$ cat src/rtl/hub75_pkg.sv
// Shared definitions for the HUB75 scan driver: FSM states, panel geometry,
// colour byte layout of a frame-buffer word and the bit-plane extraction helper.
package hub75_pkg;

    typedef enum logic [2:0] {
        ST_IDLE    = 3'd0,
        ST_SHIFT   = 3'd1,
        ST_BLANK   = 3'd2,
        ST_LATCH   = 3'd3,
        ST_DISPLAY = 3'd4
    } state_t;

    localparam int unsigned COLS   = 32;
    localparam int unsigned ROWS   = 16;
    localparam int unsigned PLANES = 8;

    localparam logic [4:0] COL_LAST   = 5'(COLS - 1);
    localparam logic [3:0] ROW_LAST   = 4'(ROWS - 1);
    localparam logic [2:0] PLANE_LAST = 3'(PLANES - 1);

    localparam int unsigned RED1_OFS   = 0;
    localparam int unsigned GREEN1_OFS = 8;
    localparam int unsigned BLUE1_OFS  = 16;
    localparam int unsigned RED2_OFS   = 24;
    localparam int unsigned GREEN2_OFS = 32;
    localparam int unsigned BLUE2_OFS  = 40;

    // Returns {b2, g2, r2, b1, g1, r1} for the selected bit plane.
    function automatic logic [5:0] plane_bits(input logic [47:0] data, input logic [2:0] plane);
        logic [7:0] r1_byte;
        logic [7:0] g1_byte;
        logic [7:0] b1_byte;
        logic [7:0] r2_byte;
        logic [7:0] g2_byte;
        logic [7:0] b2_byte;
        r1_byte = data[RED1_OFS +: 8];
        g1_byte = data[GREEN1_OFS +: 8];
        b1_byte = data[BLUE1_OFS +: 8];
        r2_byte = data[RED2_OFS +: 8];
        g2_byte = data[GREEN2_OFS +: 8];
        b2_byte = data[BLUE2_OFS +: 8];
        return {b2_byte[plane], g2_byte[plane], r2_byte[plane],
                b1_byte[plane], g1_byte[plane], r1_byte[plane]};
    endfunction

endpackage

$ cat src/rtl/hub75_bcm_timer.sv
// Display-time counter for binary-coded modulation: after start, done rises
// once BASE_TIME << plane cycles have elapsed (16 bits covers 255 << 7).
module hub75_bcm_timer #(
    parameter int unsigned BASE_TIME = 8
) (
    input  logic       clk,
    input  logic       rst,
    input  logic       start,
    input  logic [2:0] plane,
    output logic       done
);

    logic [15:0] count_r;
    logic [15:0] load_s;

    // Remaining cycles minus one, so done lines up with the last display cycle.
    always_comb begin
        load_s = (16'(BASE_TIME) << plane) - 16'd1;
    end

    // Down-counter with a registered terminal flag.
    always_ff @(posedge clk or negedge rst) begin
        if (!rst) begin
            count_r <= 16'd0;
            done    <= 1'b0;
        end else if (start) begin
            count_r <= load_s;
            done    <= (load_s == 16'd0);
        end else if (count_r != 16'd0) begin
            count_r <= count_r - 16'd1;
            done    <= (count_r == 16'd1);
        end else begin
            count_r <= count_r;
            done    <= done;
        end
    end

endmodule

$ cat src/rtl/hub75_scan_driver.sv
// HUB75 panel scan driver: shifts 32 columns per row pair, blanks, latches,
// then shows each of 8 bit planes for a binary-weighted time.
module hub75_scan_driver #(
    parameter int unsigned BASE_TIME = 8
) (
    input  logic        clk,
    input  logic        rst,
    output logic [8:0]  ram_address,
    input  logic [47:0] ram_data,
    output logic        r1,
    output logic        g1,
    output logic        b1,
    output logic        r2,
    output logic        g2,
    output logic        b2,
    output logic [3:0]  row_addr,
    output logic        pix_clk,
    output logic        lat,
    output logic        oe_n,
    output logic        frame_done
);
    import hub75_pkg::*;

    state_t      state_r;
    state_t      state_s;
    logic [1:0]  phase_r;
    logic [1:0]  phase_s;
    logic [4:0]  col_r;
    logic [4:0]  col_s;
    logic [3:0]  row_r;
    logic [3:0]  row_s;
    logic [2:0]  plane_r;
    logic [2:0]  plane_s;
    logic        frame_s;
    logic        timer_start_s;
    logic        timer_done_s;
    logic        in_sample_s;
    logic [5:0]  colour_r;
    logic [5:0]  colour_s;
    logic [5:0]  colour_nxt_s;
    logic [8:0]  ram_address_r;
    logic [8:0]  ram_address_s;
    logic [3:0]  row_addr_r;
    logic [3:0]  row_addr_s;
    logic        pix_clk_r;
    logic        pix_clk_s;
    logic        lat_r;
    logic        lat_s;
    logic        oe_n_r;
    logic        oe_n_s;
    logic        frame_done_r;

    assign timer_start_s = (state_r == ST_LATCH);

    hub75_bcm_timer #(
        .BASE_TIME (BASE_TIME)
    ) u_timer (
        .clk   (clk),
        .rst   (rst),
        .start (timer_start_s),
        .plane (plane_r),
        .done  (timer_done_s)
    );

    // Scan sequencing: next state, column phase, column, row and plane.
    always_comb begin
        state_s = state_r;
        phase_s = phase_r;
        col_s   = col_r;
        row_s   = row_r;
        plane_s = plane_r;
        frame_s = 1'b0;
        case (state_r)
            ST_IDLE: begin
                state_s = ST_SHIFT;
                phase_s = 2'd0;
                col_s   = 5'd0;
            end
            ST_SHIFT: begin
                phase_s = phase_r + 2'd1;
                if (phase_r == 2'd3) begin
                    if (col_r == COL_LAST) begin
                        state_s = ST_BLANK;
                        col_s   = 5'd0;
                    end else begin
                        col_s = col_r + 5'd1;
                    end
                end else begin
                    col_s = col_r;
                end
            end
            ST_BLANK: state_s = ST_LATCH;
            ST_LATCH: state_s = ST_DISPLAY;
            ST_DISPLAY: begin
                if (timer_done_s) begin
                    state_s = ST_SHIFT;
                    phase_s = 2'd0;
                    plane_s = plane_r + 3'd1;
                    if (plane_r == PLANE_LAST) begin
                        row_s   = row_r + 4'd1;
                        frame_s = (row_r == ROW_LAST);
                    end else begin
                        row_s = row_r;
                    end
                end else begin
                    state_s = ST_DISPLAY;
                end
            end
            default: state_s = ST_IDLE;
        endcase
    end

    // Panel signal values for the upcoming cycle; colour passes straight
    // through in phase 1 so only that cycle's ram_data is ever used.
    always_comb begin
        in_sample_s = (state_r == ST_SHIFT) && (phase_r == 2'd1);
        if (in_sample_s) begin
            colour_s = plane_bits(ram_data, plane_r);
        end else begin
            colour_s = colour_r;
        end
        if (state_s == ST_BLANK) begin
            colour_nxt_s = 6'd0;
        end else begin
            colour_nxt_s = colour_s;
        end
        if ((state_s == ST_SHIFT) && (phase_s == 2'd0)) begin
            ram_address_s = {row_s, col_s};
        end else begin
            ram_address_s = ram_address_r;
        end
        if (state_s == ST_LATCH) begin
            row_addr_s = row_r;
        end else begin
            row_addr_s = row_addr_r;
        end
        pix_clk_s = (state_s == ST_SHIFT) && phase_s[1];
        lat_s     = (state_s == ST_LATCH);
        oe_n_s    = (state_s != ST_DISPLAY);
    end

    // State and output registers; reset forces the panel dark and unlatched.
    always_ff @(posedge clk or negedge rst) begin
        if (!rst) begin
            state_r       <= ST_IDLE;
            phase_r       <= 2'd0;
            col_r         <= 5'd0;
            row_r         <= 4'd0;
            plane_r       <= 3'd0;
            colour_r      <= 6'd0;
            ram_address_r <= 9'd0;
            row_addr_r    <= 4'd0;
            pix_clk_r     <= 1'b0;
            lat_r         <= 1'b0;
            oe_n_r        <= 1'b1;
            frame_done_r  <= 1'b0;
        end else begin
            state_r       <= state_s;
            phase_r       <= phase_s;
            col_r         <= col_s;
            row_r         <= row_s;
            plane_r       <= plane_s;
            colour_r      <= colour_nxt_s;
            ram_address_r <= ram_address_s;
            row_addr_r    <= row_addr_s;
            pix_clk_r     <= pix_clk_s;
            lat_r         <= lat_s;
            oe_n_r        <= oe_n_s;
            frame_done_r  <= frame_s;
        end
    end

    assign {b2, g2, r2, b1, g1, r1} = colour_s;
    assign ram_address = ram_address_r;
    assign row_addr    = row_addr_r;
    assign pix_clk     = pix_clk_r;
    assign lat         = lat_r;
    assign oe_n        = oe_n_r;
    assign frame_done  = frame_done_r;

endmodule

$ cat config.mk
export PLATFORM = sky130hd
export DESIGN_NAME = hub75_scan_driver
export DESIGN_NICKNAME = d
export VERILOG_FILES = /design/src/rtl/hub75_pkg.sv /design/src/rtl/hub75_bcm_timer.sv /design/src/rtl/hub75_scan_driver.sv
export SDC_FILE = /design/constraint.sdc
export NUM_CORES = 1
export LEC_CHECK = 0
export ABC_AREA = 1
export CAP_MARGIN = 20
export CORE_MARGIN = 1.5
export CORE_UTILIZATION = 45
export CTS_BUF_LIST = sky130_fd_sc_hd__clkbuf_8 sky130_fd_sc_hd__clkbuf_16
export CTS_CLUSTER_SIZE = 16
export DETAILED_ROUTE_END_ITERATION = 10
export PLACE_DENSITY_LB_ADDON = 0.05
export SLEW_MARGIN = 5
export SYNTH_ARGS = -nofsm -noshare
export SYNTH_HDL_FRONTEND = slang
export SYNTH_SLANG_ARGS = --single-unit
$ cat constraint.sdc
create_clock -name clk -period 2.85 [get_ports clk]
set_input_delay 0.57 -clock clk [delete_from_list [all_inputs] [get_ports clk]]
set_output_delay 0.57 -clock clk [all_outputs]
set_load 0.01 [all_outputs]
### Word-level counts from Yosys, hierarchy flattened

Cells that the tools add are included.

| storage, ports and cells | value |
|---|---|
| register bits after elaboration | 57 |
| latch bits | 0 |
| bits in writable memories | 0 |
| bits in read-only memories | 0 |
| input port bits | 50 |
| output and inout port bits | 23 |
| word-level logic and storage cells | 78 |
| memories | 0 |

| cells by class | value |
|---|---|
| $add $sub $neg | 6 |
| multipliers | 0 |
| divide/modulo/power cells | 0 |
| $lt $le $gt $ge | 1 |
| equal/unequal tests | 14 |
| shift-type cells | 1 |
| muxes and demuxes | 33 |
| bitwise logic cells | 0 |
| reductions and logical operators | 9 |

Operator list:

| operator | number |
|---|---|
| $mux 16 | 2 |
| $sub 16x1->16 const B | 2 |
| $bmux 1 s3 | 6 |
| $eq 16x1->1 const B | 1 |
| $logic_not 16->1 | 1 |
| $reduce_bool 16->1 | 1 |
| $shl 4x3->16 const A | 1 |
| $pmux 3 s5 | 1 |
| $eq 3x2->1 const B | 4 |
| $mux 4 | 3 |
| $mux 6 | 2 |
| $mux 1 | 11 |
| $mux 5 | 2 |
| $pmux 5 s2 | 1 |
| $mux 3 | 3 |
| $eq 3x1->1 const B | 2 |
| $eq 3x3->1 const B | 2 |
| $pmux 2 s3 | 1 |
| $add 5x1->5 const B | 1 |
| $eq 5x5->1 const B | 1 |
| $add 4x1->4 const B | 1 |
| $eq 4x4->1 const B | 1 |
| $lt 3x4->1 const B | 1 |
| $add 3x1->3 const B | 1 |
| 10 further kinds | 12 |

### Depth between registers and ports, before layout

| logic depth | value |
|---|---|
| depth after elaboration | 6 |
| depth in mapped cells | 12 |
| mapped depth without buffers | 12 |

### By module

Synthesis repeated with hierarchy kept, for this count alone.

| second synthesis, totals | value |
|---|---|
| cells, all modules | 486 |
| area, all modules | 3513.4 µm² |

By module, submodules not included:

| module | instances | cells an instance | area an instance (µm²) | seq. area each (µm²) |
|---|---|---|---|---|
| hub75_scan_driver | 1 | 324 | 2342.2 | 1002.2 |
| hub75_bcm_timer | 1 | 162 | 1171.1 | 425.4 |

### Worst setup path before layout

OpenSTA, ideal clock, no wires.

| timing path | value |
|---|---|
| path kind | reg-to-reg |
| start | reg plane_r[0] |
| end | reg u_timer.count_r[7] |
| setup time | 0.077 ns |
| arrival time | 1.771 ns |
| required time | 2.773 ns |
| path slack | 1.001 ns |
| stages on the path, launching flop included | 11 |
| buffers on the path | 2 |
| path through | dfrtp_1 > buf_2 > inv_1 > buf_2 > ha_1 > nand2_1 > ha_1 > a31o_2 > nand2_1 > nand2_1 > a21oi_1 |

| between the ends | value |
|---|---|
| word-level cells in the longest chain between the ends | 3 |

Ends and longest elaborated chain:

| what | RTL line | RTL |
|---|---|---|
| start, declared | hub75_scan_driver.sv:32 | `logic [2:0] plane_r;` |
| start signal, assigned | hub75_scan_driver.sv:162 | `plane_r <= plane_s;` |
| $shl 4x3->16 | hub75_bcm_timer.sv:18 | `load_s = (16'(BASE_TIME) << plane) - 16'd1;` |
| $sub 16x1->16 | hub75_bcm_timer.sv:18 |  |
| $mux 16 | hub75_bcm_timer.sv:26 | `end else if (start) begin` |
| end signal, assigned | hub75_bcm_timer.sv:27 | `count_r <= load_s;` |
| end signal, assigned | hub75_bcm_timer.sv:30 | `count_r <= count_r - 16'd1;` |
| end signal, assigned | hub75_bcm_timer.sv:33 | `count_r <= count_r;` |
| end, declared | hub75_bcm_timer.sv:13 | `logic [15:0] count_r;` |

No other way between the ends.
A chain may end at the register's enable or synchronous reset.

### Worst setup path in the final report

| timing path | value |
|---|---|
| start | reg state_r[1] |
| end | out g1 |

| between the ends | value |
|---|---|
| word-level cells in the longest chain between the ends | 3 |

Ends and longest elaborated chain:

| what | RTL line | RTL |
|---|---|---|
| start, declared | hub75_scan_driver.sv:24 | `state_t state_r;` |
| start signal, assigned | hub75_scan_driver.sv:158 | `state_r <= state_s;` |
| $eq 3x1->1 | hub75_scan_driver.sv:116 | `in_sample_s = (state_r == ST_SHIFT) && (phase_r == 2'd1);` |
| $logic_and 1x1->1 | hub75_scan_driver.sv:116 |  |
| $mux 6 | hub75_scan_driver.sv:117 | `if (in_sample_s) begin` |
| end, declared | hub75_scan_driver.sv:11 | `output logic g1,` |

No other way between the ends.

==> reports/metrics.cfg <==
[route]
vias=3321
dr.first_iter.drc_count=137
wl_per_cell_um=12.3
wl_um=8200
first_pass_iters=5
vias_per_cell=4.98
ant_nets=0
drc_errors=0

[floorplanning]
rows=31
die-area_mm2=0.00832
floorplan.die.height_um=91.2
core_area_mm2=0.00741
start_util_pct=47.3
io_pins=73
die_x_um=91.2

[timing]
setup_violations=0
fmax_mhz=372
tns_ns=0
hold_violations=0
timing.hold.ws_ns=0.208
fin_skew_ns=0.00591
min_period_over_period_pct=94.3
min_period_ns=2.69
slew_violations=0
slew_headroom_pct=66.5
rsz0062_at_grt=false
tightestPinTransition_ns=0.500
layout_setup_ws_ns=0.164

[global_routing]
grt_pass1_vias=3086
grt_pass1_wl_um=13900
grt_overflow=0
antenna_found_initial=0
grt_max_degree=58
grtUsageTotal_pct=21.0

[power]
vdd_drop_max_v=0.000259
power_density_mw_per_mm2=372
fin_total_pwr_mw=1.70
p_leak_nw=2.29

[finish]
antenna_cells=0
fin_cells=667
final_nets=627
drive_gt1_share_pct=9.86
final_cell_area_mm2=0.00458
area_growth_pct=30.7
fin_util_pct=61.8

[clocking]
path_clk_slew_ns=0.07
hold_buffers=0
cts_buffers=9
cts_tree=done
insertion_delay_ns=0.34
root_buffer=clkbuf_8
clock-sinks=57
cts_max_level=3
cts_buffer_depth=2

[synthesis]
post_synth_inst_count=485
synthesis.nets=549
synthMuxAreaShare_pct=0
synth_adder_area_share_pct=5.00
async_reset_ff_share_pct=100
synth_compound_area_share_pct=12.0
synth_xor_area_share_pct=2.00
ys_ff_latch=57
synth.avg_cell_area_um2=7.22
seq_area_frac_synth_pct=40.8
yosys.area_share.simple_pct=33.1
synth_top_family_by_area=simple AND/OR/NAND/NOR gates
ys_warn_count=0
synthesis.area_mm2=0.00350
synth_edf_count=0
ys.flop_type=dfrtp_1
synth_cell_types=33

[flow_run]
drv_cap=0

[place]
dpl.cell_count=651
port_buffers=72
pre_cts_slack_ns=0.181
placed_area_mm2=0.00436
dpl.hpwl_um=6110
gp_congestion=0.864

[critical_path]
path_class=flip-flop to primary output
crit_required_ns=2.28
critPathMaxFanout=6
critPathMaxStageDelay_ns=0.53
worstPathCellList=nor2_4 > nand2_2 > inv_2 > nand2_1 > inv_2 > nand3_1 > nand2_1 > clkdlybuf4s50_1
startpoint_type=flip-flop
cp.arrival_ns=2.12
slowest_stage=clkdlybuf4s50_1
cp-end-kind=primary output

[run_status]
status=completed

[hold_path]
hp-class=input pin to async pin

## worst max-delay path, delay by kind of cell, from the launching register on
kind | cells | cell delay [ns]
buf+inv | 3 | 0.73
simple gates | 5 | 0.59
flops | 1 | 0.46
## worst paths after layout
path                                       endpoint  slack (ns)                from  cells after the start
worst max register to register  u_timer.count_r[12]        0.77  u_timer.count_r[0]                      8
worst min register to register       ram_address[2]        0.48      ram_address[2]                      2
worst min-delay path            u_timer.count_r[11]        0.21                 rst                      2
worst max-delay path                             g1        0.16          state_r[1]                      8
min in group clk                     ram_address[2]        0.48      ram_address[2]                      2
max in group asynchronous                      oe_n        2.33                 rst                      2
## layer usage
metal,GRT usage [%],wire [um],vias up
met5,0,0,-
met4,7.16,99,0
met3,7.37,544,11
met2,33.8,3790,85
met1,26.1,3770,1504
li1,-,-,1721
## synth_stat cells (3+ instances only)
library cell | instances | share of area, %
ha_1 | 14 | 5.0
a21oi_1 | 26 | 3.7
o211ai_1 | 6 | 1.3
nor3_1 | 4 | 0.57
inv_1 | 40 | 4.3
o21ai_0 | 41 | 5.9
nand2_2 | 5 | 0.89
buf_2 | 9 | 1.3
clkbuf_1 | 3 | 0.32
nand2_1 | 119 | 13
inv_2 | 6 | 0.64
nor2_1 | 82 | 8.8
dfrtp_1 | 56 | 40
nand4_1 | 4 | 0.71
xor2_1 | 6 | 1.5
nor2_2 | 5 | 0.89
nand3_1 | 36 | 5.1
## cell usage in the layout, fill, tap and decap left out, types with 8 or more instances in the layout
master / synthesis / routed
clkbuf_8: 0 / 10
a21oi_1: 26 / 26
ha_1: 14 / 14
inv_1: 40 / 38
nand2_1: 119 / 119
nand3_1: 36 / 36
dfrtp_1: 56 / 55
o21ai_0: 41 / 41
nor2_1: 82 / 82
inv_2: 6 / 8
clkdlybuf4s50_1: 0 / 71
## registers in the layout, summed over array words and instances (netlist names)
register	count
col_r	5
pix_clk	1
frame_done	1
lat	1
oe_n	1
row_addr	4
plane_r	3
row_r	4
state_r	3
u_timer.done	1
u_timer.count_r	16
colour_r	6
phase_r	2
ram_address	9
## repair_timing
item                                   in CTS  in global routing
gates resized for setup                     1                  4
buffers inserted                            0                  0
setup endpoints to repair                   3                  6
endpoints found under the hold margin       0                  0
## report_power, final
part | internal [mW] | switching [mW]
Combinational | 0.0772 | 0.0411
Clock | 0.428 | 0.343
Sequential | 0.813 | 0.00113
## cell families after synthesis
group           Yosys count
flops                    57
fa+ha+maj                14
simple gates            267
xor+xnor                  8
compound gates           78
buf+inv                  61
## cell type report
cell class,instances,area (um^2)
timing repair buffer,81,812
clock inverter,6,67.6
sequential,57,1430
tap,99,124
multi-input combinational,367,1830
inverter,47,176
clock buffer,10,138
fill,655,2830
Power figures use the tool's default switching activity.
